$ cat src/rtl/scope_trace_writer.sv
// Write side of the oscilloscope frame buffer: clears the screen, captures one
// frame of 3-bit samples, then renders them as a connected trace on frame start.
module scope_trace_writer #(
    parameter int          H_PIX       = 640,
    parameter int          V_PIX       = 480,
    parameter int          LEVEL_STEP  = 29,
    parameter int          THICK       = 2,
    parameter logic [11:0] TRACE_COLOR = 12'hFF0,
    parameter logic [11:0] BG_COLOR    = 12'h000
) (
    input  logic        clk_25MHz,
    input  logic        rst,
    input  logic        sample_valid,
    input  logic [2:0]  sample_data,
    output logic        sample_ready,
    input  logic        freeze,
    input  logic        frame_start,
    output logic        fb_we,
    output logic [8:0]  fb_row,
    output logic [9:0]  fb_col,
    output logic [11:0] fb_data,
    output logic        busy,
    output logic        redraw_done
);

    localparam int          AW          = $clog2(H_PIX);
    localparam logic [9:0]  COL_LAST    = 10'(H_PIX - 1);
    localparam logic [8:0]  ROW_LAST    = 9'(V_PIX - 1);
    localparam logic [8:0]  TRACE_LAST  = 9'(8 * LEVEL_STEP - 1);
    localparam logic [8:0]  STEP9       = 9'(LEVEL_STEP);
    localparam logic [8:0]  THICK_EXTRA = 9'(THICK - 1);

    typedef enum logic [2:0] {
        S_CLEAR,
        S_CAPTURE,
        S_WAIT_FRAME,
        S_LOAD,
        S_DRAW
    } state_t;

    state_t      r_state, w_state_nx;
    logic [8:0]  r_row, w_row_nx;
    logic [9:0]  r_col, w_col_nx;
    logic [9:0]  r_wr_ptr, w_wr_ptr_nx;
    logic [2:0]  r_cur;
    logic [8:0]  r_lo, r_hi;
    logic [2:0]  r_buf [0:H_PIX-1];

    logic        w_we_nx, w_done_nx, w_store, w_load;
    logic [8:0]  w_fb_row_nx;
    logic [9:0]  w_fb_col_nx;
    logic [11:0] w_fb_data_nx;
    logic [2:0]  w_rd_level, w_prev_level;
    logic [8:0]  w_y_cur, w_y_prev, w_lo, w_hi;

    // Level 7 is the top of the screen, so invert before scaling.
    function automatic logic [8:0] levelToRow(input logic [2:0] level);
        logic [8:0] inv;
        inv = {6'd0, 3'd7 - level};
        return inv * STEP9;
    endfunction

    assign sample_ready = (r_state == S_CAPTURE) && !freeze;
    assign busy         = (r_state == S_CLEAR) || (r_state == S_LOAD) || (r_state == S_DRAW);
    assign w_store      = sample_valid && sample_ready;

    assign w_rd_level   = r_buf[r_col[AW-1:0]];
    assign w_prev_level = (r_col == '0) ? w_rd_level : r_cur;
    assign w_y_cur      = levelToRow(w_rd_level);
    assign w_y_prev     = levelToRow(w_prev_level);
    assign w_lo         = (w_y_prev < w_y_cur) ? w_y_prev : w_y_cur;
    assign w_hi         = ((w_y_prev > w_y_cur) ? w_y_prev : w_y_cur) + THICK_EXTRA;

    always_comb begin
        w_state_nx   = r_state;
        w_row_nx     = r_row;
        w_col_nx     = r_col;
        w_wr_ptr_nx  = r_wr_ptr;
        w_we_nx      = 1'b0;
        w_fb_row_nx  = fb_row;
        w_fb_col_nx  = fb_col;
        w_fb_data_nx = fb_data;
        w_done_nx    = 1'b0;
        w_load       = 1'b0;
        case (r_state)
            S_CLEAR: begin
                w_we_nx      = 1'b1;
                w_fb_row_nx  = r_row;
                w_fb_col_nx  = r_col;
                w_fb_data_nx = BG_COLOR;
                if (r_col == COL_LAST) begin
                    w_col_nx = '0;
                    if (r_row == ROW_LAST) begin
                        w_row_nx    = '0;
                        w_wr_ptr_nx = '0;
                        w_state_nx  = S_CAPTURE;
                    end else begin
                        w_row_nx = r_row + 9'd1;
                    end
                end else begin
                    w_col_nx = r_col + 10'd1;
                end
            end
            S_CAPTURE: begin
                if (w_store) begin
                    if (r_wr_ptr == COL_LAST) begin
                        w_wr_ptr_nx = '0;
                        w_state_nx  = S_WAIT_FRAME;
                    end else begin
                        w_wr_ptr_nx = r_wr_ptr + 10'd1;
                    end
                end
            end
            S_WAIT_FRAME: begin
                if (frame_start) begin
                    w_col_nx   = '0;
                    w_row_nx   = '0;
                    w_state_nx = S_LOAD;
                end
            end
            S_LOAD: begin
                w_load     = 1'b1;
                w_row_nx   = '0;
                w_state_nx = S_DRAW;
            end
            S_DRAW: begin
                w_we_nx      = 1'b1;
                w_fb_row_nx  = r_row;
                w_fb_col_nx  = r_col;
                w_fb_data_nx = (r_row >= r_lo && r_row <= r_hi) ? TRACE_COLOR : BG_COLOR;
                if (r_row == TRACE_LAST) begin
                    w_row_nx = '0;
                    if (r_col == COL_LAST) begin
                        w_col_nx    = '0;
                        w_wr_ptr_nx = '0;
                        w_done_nx   = 1'b1;
                        w_state_nx  = S_CAPTURE;
                    end else begin
                        w_col_nx   = r_col + 10'd1;
                        w_state_nx = S_LOAD;
                    end
                end else begin
                    w_row_nx = r_row + 9'd1;
                end
            end
            default: w_state_nx = S_CLEAR;
        endcase
    end

    always_ff @(posedge clk_25MHz) begin
        if (rst) begin
            r_state     <= S_CLEAR;
            r_row       <= '0;
            r_col       <= '0;
            r_wr_ptr    <= '0;
            r_cur       <= '0;
            r_lo        <= '0;
            r_hi        <= '0;
            fb_we       <= 1'b0;
            fb_row      <= '0;
            fb_col      <= '0;
            fb_data     <= '0;
            redraw_done <= 1'b0;
        end else begin
            r_state     <= w_state_nx;
            r_row       <= w_row_nx;
            r_col       <= w_col_nx;
            r_wr_ptr    <= w_wr_ptr_nx;
            fb_we       <= w_we_nx;
            fb_row      <= w_fb_row_nx;
            fb_col      <= w_fb_col_nx;
            fb_data     <= w_fb_data_nx;
            redraw_done <= w_done_nx;
            if (w_load) begin
                r_cur <= w_rd_level;
                r_lo  <= w_lo;
                r_hi  <= w_hi;
            end
        end
    end

    // Only CAPTURE writes and only LOAD reads, so the ports never collide.
    always_ff @(posedge clk_25MHz) begin
        if (w_store) begin
            r_buf[r_wr_ptr[AW-1:0]] <= sample_data;
        end
    end

endmodule

$ cat config.mk
export PLATFORM = sky130hd
export DESIGN_NAME = scope_trace_writer
export DESIGN_NICKNAME = d
export VERILOG_FILES = /design/src/rtl/scope_trace_writer.sv
export SDC_FILE = /design/constraint.sdc
export NUM_CORES = 2
export LEC_CHECK = 0
export ABC_AREA = 1
export BUFFER_PORTS_ARGS = -buffer_cell sky130_fd_sc_hd__buf_2
export CAP_MARGIN = 20
export CORE_ASPECT_RATIO = 0.9
export CORE_UTILIZATION = 45
export DETAILED_ROUTE_END_ITERATION = 8
export PLACE_DENSITY = 0.61
export SKIP_CTS_REPAIR_TIMING = 1
export SKIP_LAST_GASP = 1
export SYNTH_ARGS = -nofsm -noshare
export SYNTH_HDL_FRONTEND = slang
export SYNTH_SLANG_ARGS = --single-unit
$ cat constraint.sdc
create_clock -name clk_25MHz -period 6.27 [get_ports clk_25MHz]
set_clock_uncertainty 0.1 [all_clocks]
set_input_delay 0.9405 -clock clk_25MHz [delete_from_list [all_inputs] [get_ports clk_25MHz]]
set_output_delay 0.9405 -clock clk_25MHz [all_outputs]
set_load 0.005 [all_outputs]
==> impl_metrics.tcl <==
set metrics [dict create \
    postSynthCellCount 7460 \
    synth_ff_type "edfxtp_1" \
    overflow 0 \
    first_pass_iters 6 \
    tns_ns -0.9643 \
    fin_crit_ns 6.449 \
    io_buffers 38 \
    syn_to_final_growth_pct 14.86 \
    vias 59600 \
    powerDensity_nw_per_um2 310.4 \
    fin_cells 10170 \
    clk_latency_ns 0.83 \
    core_um2 185800 \
    initialDrtViolationCount 7598 \
    drt-total-wl_um 249100 \
    yosys_warnings 0 \
    dieArea_um2 188800 \
    critical_path_class "register to register" \
    fp.dieH_um 412.3 \
    critPathCaptureType "register" \
    netlist_area_um2 84190 \
    cp_slowest_cell "o211ai_1" \
    drive_gt1_share_pct 11.64 \
    min_path_type "register to register" \
    setup_slack_ns -0.1786 \
    fmax_mhz 155.1 \
    worstHoldEndpoint "r_lo[6]" \
    max-slew-margin-rel_pct 25.07 \
    rows 150 \
    async_flop_share_pct 0 \
    static-leakage-power_nw 32.71 \
    violations "negative setup slack" \
    synth_cell_type_count 46 \
    grt_util_all_layers_pct 25.50 \
    clock-sinks 2004 \
    required_ns 6.89 \
    arrival_ns 7.07 \
    place.gp.congestion 0.9125 \
    wire_per_inst_um 24.51 \
    r2r_slack_ns -0.18 \
    cp.buffers_inverters 9 \
    grt_max_degree 170 \
    ant_nets 0 \
    rr_endpoint "r_hi[7]" \
    synth_seq_area_share_pct 70.48 \
    fillers 15940 \
    grt_pass1_wl_um 361500 \
    hold_violations 0 \
    min_path_cells 2 \
    drc 0 \
    worst_slew_pin_slew_ns 1.120 \
    fin_nets 7634 \
    dp_cells 9750 \
    reg2reg_depth 37 \
    synth_edf_count 1920 \
    place_hpwl_um 145900 \
    tritoncts "yes" \
    rsz0062_at_grt "true" \
    io-pin-count 43 \
    final.period_utilization_pct 102.8 \
    clk_path_buf_depth 3 \
    ys_ff_latch 2004 \
    startpoint_type "register" \
    h-tree-depth 4 \
    slowest_delay_ns 0.65 \
    grt_pass1_vias 56800 \
    cts_buffers 201 \
    syn_avg_cell_area_um2 11.29 \
    cts-root-buf "clkbuf_16" \
    hold_start "r_lo[6]" \
    final_cell_mix "1920 x edfxtp_1, 1291 x nand2_1, 1174 x nor2_1" \
    antenna_found_initial 8 \
    viasPerCell 5.862 \
    setup_violations 7 \
    status "finished with violations" \
    die_w_um 457.9 \
    finalMaxSlewViolations 0 \
    vdd_drop_max_v 0.0002575 \
    cp_top_family "compound AO/OA/AOI/OAI gates" \
    path_clk_slew_ns 0.06 \
    start_util_pct 45.31 \
    path_max_fanout 10 \
    layout_commonest_cell "edfxtp_1" \
    max_cap_violations 0 \
]
==> flip-flops by register name, indices dropped and copies added (netlist names), named ones only <==
register	cells
redraw_done	1
r_col	10
fb_we	1
r_lo	8
r_wr_ptr	10
fb_col	10
r_state	3
fb_row	9
r_buf	1920
r_cur	3
r_hi	9
fb_data	1
r_row	9
==> tightest hold or removal path, delay by kind of cell, from the launching register on <==
family | cells | cell delay [ns]
compound gates | 1 | 0.05
simple gates | 1 | 0.06
flops | 1 | 0.31
==> metrics by stage <==
step	utilization [%]	power, mW	area, um^2	hold slack, ns	setup WS, ns
2_1_floorplan	-	16.70	84200	0.3331	0.5382
3_3_place_gp	47.87	18.01	88940	0.3590	-0.5623
3_5_place_dp	47.88	18.02	88960	0.3569	-0.5144
4_1_cts	51.33	29.69	95370	0.3663	-0.5405
5_1_grt	52.04	30.90	96700	0.3882	-0.4111
6_report	52.05	30.01	96700	0.3657	-0.1786
==> final cells by class <==
cell class / count / area, um^2 / share of cell area (%)
repair buffers: 478 / 5256 / 5.436
clock inverters: 113 / 1084 / 1.120
clock buffers: 252 / 5325 / 5.507
inverters: 148 / 606.8 / 0.6275
flip-flops and latches: 2004 / 59360 / 61.38
diodes: 1 / 2.502 / 0.002588
multi-input cells: 4738 / 22030 / 22.78
well taps: 2432 / 3043 / 3.147
==> synth_stat cells (all sizes together) (6+ instances only) <==
library cell | instances | area [um^2]
xor2 | 7 | 61.31
buf | 318 | 1792
o211ai | 13 | 97.59
o21ai | 558 | 2793
o22ai | 236 | 1476
nand4 | 6 | 37.54
nand2 | 1330 | 5000
ha | 49 | 613.1
inv | 146 | 550.5
o221ai | 6 | 52.55
nand3 | 1139 | 5715
dfxtp | 84 | 1682
a211oi | 13 | 97.59
fa | 6 | 120.1
nor2 | 1186 | 4459
clkbuf | 255 | 958.4
nor3 | 56 | 280.3
edfxtp | 1920 | 57660
a21oi | 95 | 475.5
nor4 | 9 | 56.30
==> cell families after synthesis <==
family	Yosys count	share of synthesized area, %
compound gates	937	6.090
buf+inv	721	3.929
fa+ha+maj	55	0.8709
flops	2004	70.48
xor+xnor	11	0.1144
simple gates	3731	18.51
other cells	1	0.004454
==> worst max path at each step <==
stage	to	slack (ns)	depth (start not counted)
2_1_floorplan	r_hi[6]	0.54	38
3_3_place_gp	r_hi[6]	-0.56	37
3_5_place_dp	r_hi[4]	-0.51	34
4_1_cts	r_hi[4]	-0.54	34
5_1_grt	r_hi[7]	-0.41	39
6_report	r_hi[7]	-0.18	37
==> per-layer routing <==
layer | vias to the layer above | GRT usage [%] | part of all wire (%)
met4 | 0 | 7.278 | 2.7
met3 | 377 | 4.398 | 10
met2 | 3166 | 40.10 | 46
met5 | - | 0 | 0
li1 | 26710 | - | -
met1 | 29350 | 36.45 | 42
==> report_power, final <==
| group | total [mW] | switching (mW) | leakage (nW) | internal (mW) |
|---|---|---|---|---|
| Sequential | 14.7 | 0.00834 | 17.9 | 14.7 |
| Clock | 11.8 | 5.06 | 3.14 | 6.78 |
| Combinational | 3.51 | 2.18 | 11.6 | 1.34 |
Note: power is estimated with default switching activity, not from simulation.
